## src/rtl/stim_pkg.sv

```systemverilog
// Shared types and constants for the opcode stimulus player.
// Opcode layout: [7]=obs, [6]=stbi, [5:0]=x_in.
package stim_pkg;

    typedef enum logic [1:0] {
        IDLE = 2'd0,
        RUN  = 2'd1,
        DONE = 2'd2
    } stim_state_e;

    localparam int OBS_BIT    = 7;
    localparam int STBI_BIT   = 6;
    localparam int X_LSB      = 0;
    localparam int X_MSB      = 5;
    localparam int STIM_DEPTH = 11;

    // A run length is playable when it is non-empty and fits the store.
    function automatic logic len_fits(input int l, input int depth);
        return (l >= 1) && (l <= depth);
    endfunction

endpackage

```

## src/rtl/stim_opcode_ram.sv

```systemverilog
// Opcode program store: register array, one synchronous write
// port, one asynchronous read port. Contents are never reset.
module stim_opcode_ram
    import stim_pkg::*;
#(
    parameter int DEPTH = STIM_DEPTH,
    parameter int OP_W  = 8,
    parameter int AW    = $clog2(DEPTH)
) (
    input  logic            clock,
    input  logic            we,
    input  logic [AW-1:0]   waddr,
    input  logic [OP_W-1:0] wdata,
    input  logic [AW-1:0]   raddr,
    output logic [OP_W-1:0] rdata
);

    logic [OP_W-1:0] mem [DEPTH];

    logic waddr_ok;
    logic raddr_ok;

    assign waddr_ok = (int'(waddr) < DEPTH);
    assign raddr_ok = (int'(raddr) < DEPTH);

    // Write only addresses that exist; out-of-range writes vanish.
    always_ff @(posedge clock) begin
        if (we && waddr_ok) begin
            mem[waddr] <= wdata;
        end
    end

    // Out-of-range reads return an all-zero opcode.
    always_comb begin
        rdata = '0;
        if (raddr_ok) begin
            rdata = mem[raddr];
        end
    end

endmodule

```

## src/rtl/stim_opcode_player.sv

```systemverilog
// Opcode stimulus sequencer: plays a stored program one opcode
// per clock and decodes it onto the b11 inputs x_in/stbi/obs.
module stim_opcode_player
    import stim_pkg::*;
#(
    parameter int DEPTH = STIM_DEPTH,
    parameter int OP_W  = 8,
    parameter int X_W   = 6,
    parameter int AW    = $clog2(DEPTH)
) (
    input  logic            clock,
    input  logic            reset,
    input  logic            load_en,
    input  logic [AW-1:0]   load_addr,
    input  logic [OP_W-1:0] load_data,
    input  logic            start,
    input  logic [AW:0]     len,
    input  logic            loop_en,
    input  logic            hold,
    input  logic            stop,
    output logic [X_W-1:0]  x_in,
    output logic            stbi,
    output logic            obs,
    output logic            valid,
    output logic            busy,
    output logic            done,
    output logic            cfg_err,
    output logic [AW-1:0]   pc,
    output logic [7:0]      loop_cnt
);

    stim_state_e state_q;
    stim_state_e state_d;

    // pc carries one extra bit so it can park at len_q
    // (one past the last opcode) while the run winds down.
    logic [AW:0]     pc_q;
    logic [AW:0]     len_q;
    logic            loop_q;
    logic [OP_W-1:0] rd_op;

    logic len_ok;
    logic last_op;
    logic at_end;
    logic ram_we;
    logic accept;
    logic reject;
    logic issue;
    logic clear;

    assign len_ok  = len_fits(int'(len), DEPTH);
    assign last_op = (pc_q == (len_q - 1'b1));
    assign at_end  = (pc_q == len_q);
    assign ram_we  = load_en && (state_q != RUN);

    assign busy = (state_q != IDLE);
    assign done = (state_q == DONE);
    assign pc   = pc_q[AW-1:0];

    stim_opcode_ram #(
        .DEPTH (DEPTH),
        .OP_W  (OP_W),
        .AW    (AW)
    ) u_ram (
        .clock (clock),
        .we    (ram_we),
        .waddr (load_addr),
        .wdata (load_data),
        .raddr (pc_q[AW-1:0]),
        .rdata (rd_op)
    );

    // State register.
    always_ff @(posedge clock or negedge reset) begin
        if (!reset) begin
            state_q <= IDLE;
        end else begin
            state_q <= state_d;
        end
    end

    // Next state and per-edge datapath strobes; stop beats
    // start and hold, and a finished run leaves via DONE.
    always_comb begin
        state_d = state_q;
        accept  = 1'b0;
        reject  = 1'b0;
        issue   = 1'b0;
        clear   = 1'b0;
        unique case (state_q)
            IDLE: begin
                if (start && !stop) begin
                    if (len_ok) begin
                        accept  = 1'b1;
                        state_d = RUN;
                    end else begin
                        reject = 1'b1;
                    end
                end
            end
            RUN: begin
                if (stop) begin
                    clear   = 1'b1;
                    state_d = IDLE;
                end else if (at_end) begin
                    state_d = DONE;
                end else if (!hold) begin
                    issue = 1'b1;
                end
            end
            DONE: begin
                clear   = 1'b1;
                state_d = IDLE;
            end
            default: begin
                clear   = 1'b1;
                state_d = IDLE;
            end
        endcase
    end

    // Run configuration latched once at accept time.
    always_ff @(posedge clock or negedge reset) begin
        if (!reset) begin
            len_q  <= '0;
            loop_q <= 1'b0;
        end else if (accept) begin
            len_q  <= len;
            loop_q <= loop_en;
        end
    end

    // Program counter and loop pass counter.
    always_ff @(posedge clock or negedge reset) begin
        if (!reset) begin
            pc_q     <= '0;
            loop_cnt <= '0;
        end else if (accept || clear) begin
            pc_q     <= '0;
            loop_cnt <= '0;
        end else if (issue) begin
            if (last_op && loop_q) begin
                pc_q <= '0;
                if (loop_cnt != 8'hFF) begin
                    loop_cnt <= loop_cnt + 8'd1;
                end
            end else begin
                pc_q <= pc_q + 1'b1;
            end
        end
    end

    // Registered decode of the issued opcode plus status pulses.
    always_ff @(posedge clock or negedge reset) begin
        if (!reset) begin
            x_in    <= '0;
            stbi    <= 1'b0;
            obs     <= 1'b0;
            valid   <= 1'b0;
            cfg_err <= 1'b0;
        end else begin
            valid   <= issue;
            cfg_err <= reject;
            if (clear) begin
                x_in <= '0;
                stbi <= 1'b0;
                obs  <= 1'b0;
            end else if (issue) begin
                x_in <= rd_op[X_LSB +: X_W];
                stbi <= rd_op[STBI_BIT];
                obs  <= rd_op[OBS_BIT];
            end
        end
    end

endmodule

```

## config.mk

```make
export PLATFORM = sky130hd
export DESIGN_NAME = stim_opcode_player
export DESIGN_NICKNAME = d
export VERILOG_FILES = /design/src/rtl/stim_pkg.sv /design/src/rtl/stim_opcode_ram.sv /design/src/rtl/stim_opcode_player.sv
export SDC_FILE = /design/constraint.sdc
export NUM_CORES = 1
export LEC_CHECK = 0
export CAP_MARGIN = 20
export CORE_MARGIN = 2
export CORE_UTILIZATION = 26
export DETAILED_ROUTE_END_ITERATION = 10
export PLACE_DENSITY = 0.52
export SYNTH_ARGS = -nofsm -noshare
export SYNTH_HDL_FRONTEND = slang
export SYNTH_SLANG_ARGS = --single-unit
```

## constraint.sdc

```tcl
create_clock -name clock -period 4.2 [get_ports clock]
set_input_delay 1.05 -clock clock [delete_from_list [all_inputs] [get_ports clock]]
set_output_delay 1.05 -clock clock [all_outputs]
set_load 0.01 [all_outputs]
```

==> results.txt, run 1 <==
Drt pass-1 iters: 4
CTS sink cnt: 119
RSZ-0062 raised after global routing: no
Pin count of the biggest net entering global routing: 36
Worst clock skew: 0.01569 ns
Ports: 48
Top_reg_cell synth: edfxtp_1
Async SR Flop Fraction: 26.05%
CTS Buf Count: 17
CP Class: reg -> out
First-pass GRT wire length: 17.19 mm
Leakage: 2.255 nW
Final Hold Vio Count: 0
Root Buffer: clkbuf_16
Metal3 WL: 506 um
Critical path capture point type: primary output
Core Footprint: 18830 um^2
Yosys warns: 0
Layout cell share with drive strength beyond 1: 16.02%
Final worst path period share: 73.72%
Buf+Inv Stages, Crit Path: 1
Seq/Total Area, Yosys: 68.04%
Max incr delay on CP: 0.94 ns
Met1 WL: 4.794 mm
Overall Power: 0.003087 W
Syn Area/Cell: 14.73 um^2
Met2 WL post-DR: 5.655 mm
Yosys reg bits: 119
Initial Utilization: 26.68%
Worst-path clk slew: 0.05 ns
Die area: 20450 um^2
Initial antenna violation count: 0
CTS Buffer Depth: 2
Setup Buffers After CTS: 0
Final nets: 426
Chip width: 143 um
Most common cell in the netlist: edfxtp_1
Area leader, netlist: edfxtp_1
Ranking of synthesized cells by area: edfxtp_1 53%, dfrtp_1 15%, mux4_2 7.2%
Htree depth: 4
Vias per inst: 4.460
Antenna Nets Post-Route: 0
Sequence of cells on the critical path: clkdlybuf4s50_1
Synth top area share: 52.60%
Distinct cells, synth: 44
Final-report setup violation count: 0
Top post-synthesis cells by count: 88 x edfxtp_1, 31 x dfrtp_1, 31 x nand2_1
Overflow after GRT: 0
# rows: 50
Fmax: 0.3230 GHz
Mapped cell area: 5024 um^2
Area delta synth->final: 26.65%
Actual slew at the worst max-slew pin: 0.9270 ns
Port bufs: 47
Routability cong.: 0.7345
Setup tns final: 0 ns
Worst endpoint required time: 3.15 ns
Vias after detailed routing: 2997
Overall routing resource usage: 11.37%
HP Class: reg -> reg
Uppermost layer routed: met4
CP max-delay cell: dfrtp_1
CTS tree: done
Max-cap viol count: 0
Worst-path maximum fanout: 19
DRT iter0 DRCs: 241
Mapped Cells: 341
Die H: 143 um
Clk_lat worst skew: 0.40 ns
Post-Route WL: 11.02 mm
Slew Viols, Final: 0
Routed len/inst: 16.39 um
Slew margin rel.: 38.20%
Startpoint types: register
FILL cells: 1828
Status: complete, no violations
Worst vdd ir: 0.0002871 V
Post-synth EDFFs: 88
Crit-path leading delay family: flip-flops
Min Tclk post-route: 3.096 ns
Number of diodes: 0
# DRC: 0
PwrDens: 485.2 nW/um^2
Mapped Nets: 368
Number of global-route vias before repair: 3060
Post-CTS Resized: 0
Worst Path Arrival: 2.05 ns
Detailed placement HPWL: 7.316 mm
CTS Hold Bufs: 0
## layout make-up
class	count	area, um^2	share of cell area [%]
clock buffers	18	429.2	6.745
clock inverters	14	141.4	2.222
inverters	10	38.79	0.6096
multi-input cells	193	1456	22.89
flip-flops and latches	119	3418	53.73
well taps	260	325.3	5.113
repair buffers	58	553.0	8.692
## layout by cell type, fill, tap and decap left out, drive strengths merged, types with 5 or more instances in the layout
cell type,n
edfxtp,88
clkdlybuf4s50,47
nand2,31
dfrtp,31
o21ai,23
nor2,19
clkbuf,18
mux2i,17
mux4,16
inv,15
buf,11
nand3,10
nor3,9
a21oi,9
a22o,8
or3,7
nand2b,5
xor2,5
mux2,5
clkinv,5
## state kept, by name, indices dropped and copies added (netlist names)
signal / cells
cfg_err: 1
len_q: 5
loop_cnt: 8
loop_q: 1
obs: 1
pc_q: 5
state_q: 2
stbi: 1
u_ram.mem: 88
valid: 1
x_in: 6
## where the power goes
part / internal, W / switching [W] / total (W)
Clock: 0.000830 / 0.000559 / 0.00139
Combinational: 0.000171 / 0.000174 / 0.000344
Sequential: 0.00130 / 0.0000495 / 0.00135
## through the flow
step | hold WS [ns] | std cells | util [%] | setup WS [ns] | instance area (um^2)
floorplan | 0.4638 | 341 | - | 1.592 | 5024
global placement | 0.4953 | 640 | 30.76 | 0.9148 | 5792
detailed placement | 0.4827 | 640 | 30.76 | 0.8338 | 5792
CTS | 0.5045 | 672 | 33.79 | 1.053 | 6362
global route | 0.5331 | 672 | 33.79 | 0.9842 | 6362
finish | 0.5045 | 672 | 33.79 | 1.104 | 6362
## metal layers
metal | vias to the layer above | track usage [%]
met4 | 0 | 3.804
met2 | 68 | 18.79
met5 | - | 0
met1 | 1514 | 14.69
met3 | 5 | 2.750
li1 | 1410 | -
## path summary, 6_finish.rpt
kind / from / to / slack [ns] / depth (start not counted)
max: pc_q[2] / pc[2] / 1.10 / 1
min: loop_q / loop_q / 0.50 / 1
max reg2reg: pc_q[2] / loop_cnt[7] / 1.48 / 7
min reg2reg: loop_q / loop_q / 0.50 / 1
max in group asynchronous: reset / pc_q[0] / 2.84 / 2
min in group asynchronous: reset / state_q[0] / 1.05 / 2
## cells by family after synthesis
family	Yosys count	share of synthesized area [%]
flip-flops	119	68.04
multiplexers	38	11.68
buffers and inverters	29	2.964
AND/OR/NAND/NOR	91	8.618
adder cells (fa/ha/maj)	3	0.7473
XOR/XNOR	8	1.395
AO/OA/AOI/OAI	53	6.551
Power figures use the tool's default switching activity.
==> run 2, diff against run 1 <==
Settings changed: PLACE_DENSITY 0.52 to 0.53.
Clock period 4.2 ns to 2.68 ns, I/O delays scaled along.
==> run 2 against run 1 <==
  * Global-route usage is 0.17 points higher
  * Non-clock buffer count rose by 12
  * Register-to-register slack lost 1.2 ns
  * Routed wire length is 1.2% lower
  * Setup slack lost 0.87 ns
  * Largest power group unchanged
  * Highest routed layer unchanged
==> results.txt, run 2 (synthesis results as in run 1) <==
Worst vdd ir: 0.0004140 V
Startpoint types: register
Fmax: 0.4082 GHz
Length in cells of the worst reg-to-reg path: 8
Pin count of the biggest net entering global routing: 36
CTS sink cnt: 119
Status: complete, no violations
Initial Utilization: 26.68%
Worst clock skew: 0.009249 ns
Hold Crit Depth: 1
Largest reg by FF count: u_ram.mem
Worst-path maximum fanout: 11
Vias after detailed routing: 2987
Die H: 143 um
Ports: 48
Placed insts: 652
Biggest regs: u_ram.mem: 88 flops, loop_cnt: 8 flops, x_in: 6 flops
Critical R2R Launch: len_q[0]
First-pass GRT wire length: 17.47 mm
Post-Route WL: 10.89 mm
Final-report setup violation count: 0
Die area: 20450 um^2
Number of diodes: 0
Port bufs: 47
Final nets: 438
Hold-critical path endpoint: loop_q
Final Hold Vio Count: 0
Max reg flops: 88
Most common cell after layout, fill and taps aside: edfxtp_1
Overall Power: 0.004987 W
Routed len/inst: 15.92 um
Clk_lat worst skew: 0.41 ns
HP Start: loop_q
Actual slew at the worst max-slew pin: 0.5574 ns
Layout cell share with drive strength beyond 1: 17.92%
Overflow after GRT: 0
Post-CTS Resized: 0
Setup Buffers After CTS: 0
Overall routing resource usage: 11.55%
Antenna Nets Post-Route: 0
Area delta synth->final: 29.36%
DRT iter0 DRCs: 188
Slew margin rel.: 62.52%
CTS Buffer Depth: 2
# rows: 50
Root Buffer: clkbuf_16
Detailed placement HPWL: 7.286 mm
Initial antenna violation count: 0
Worst-path clk slew: 0.05 ns
Drt pass-1 iters: 4
Core Footprint: 18830 um^2
RR Endpoint: loop_cnt[7]
CTS tree: done
Worst endpoint required time: 3.01 ns
Final worst path period share: 91.40%
HP Class: reg -> reg
# DRC: 0
Htree depth: 4
Min Tclk post-route: 2.450 ns
Routability cong.: 0.7293
Vias per inst: 4.367
RSZ-0062 raised after global routing: no
CTS Buf Count: 17
CTS Hold Bufs: 0
Number of global-route vias before repair: 3177
Max-cap viol count: 0
PwrDens: 767.3 nW/um^2
Commonest non-fill, non-tap cells in the layout: 88 x edfxtp_1, 47 x clkdlybuf4s50_1, 31 x nand2_1, 31 x dfrtp_1, 22 x buf_4
Leakage: 2.335 nW
Layout Cells excl Fill: 684
Critical path capture point type: register
Worst Path Arrival: 2.78 ns
Chip width: 143 um
CP Class: reg -> reg
Slew Viols, Final: 0
Reg-to-reg slack, setup: 0.23 ns
-- run 2: cell count changes in the layout (fill, tap and decap cells not counted), moves of 2 or more --
cell,previous run,this run
bufinv_16,1,3
clkinvlp_4,3,1
clkinv_1,0,2
buf_4,11,22
inv_8,2,0
clkinv_4,3,5
-- run 2: worst max-delay path by stage --
stage,start,end,slack (ns),depth (start not counted)
global placement,stop,loop_cnt[3],-0.008,7
CTS,len_q[0],loop_cnt[7],0.22,8
global route,len_q[0],loop_cnt[5],0.004,8
finish,len_q[0],loop_cnt[7],0.23,8
floorplan,load_en,u_ram.mem[8][0],0.45,3
detailed placement,stop,loop_cnt[7],-0.03,7
-- run 2: final cells by class --
type / instances / area, um^2
Fill cell: 1815 / 12330
Clock buffer: 18 / 429.2
Timing Repair Buffer: 70 / 655.6
Sequential cell: 119 / 3418
Tap cell: 260 / 325.3
Clock inverter: 14 / 175.2
Multi-Input combinational cell: 193 / 1456
Inverter: 10 / 38.79
-- run 2: critical path: stages (launching register included) --
cell	delay [ns]
dfrtp_1	0.40
inv_1	0.07
ha_1	0.24
nand2b_1	0.18
o211a_1	0.13
o31ai_1	0.47
nand4_2	0.31
or3_1	0.42
a21oi_1	0.15
-- run 2: through the flow --
step	setup TNS (ns)	setup WS (ns)	hold WS [ns]	instance area [um^2]	utilization, %
floorplan	0	0.4515	0.3744	5024	-
global placement	-0.01571	-0.008358	0.4832	5894	31.30
detailed placement	-0.09684	-0.03026	0.4864	5894	31.30
CTS	0	0.2236	0.4985	6499	34.51
global route	0	0.004455	0.5271	6499	34.51
finish	0	0.2304	0.4902	6499	34.51
-- run 2: power breakdown --
group	total (W)	switching, W	internal [W]
sequential	0.00210	0.0000536	0.00205
clock	0.00231	0.000835	0.00147
combinational	0.000582	0.000297	0.000285
total	0.00499	0.00119	0.00380
-- run 2: per-layer routing --
metal,share of wire (%),GRT usage (%),vias up
met3,3.9,3.488,2
met1,46,14.47,1501
met2,50,18.56,53
met4,0.47,4.898,0
li1,-,-,1431
met5,0,0,-
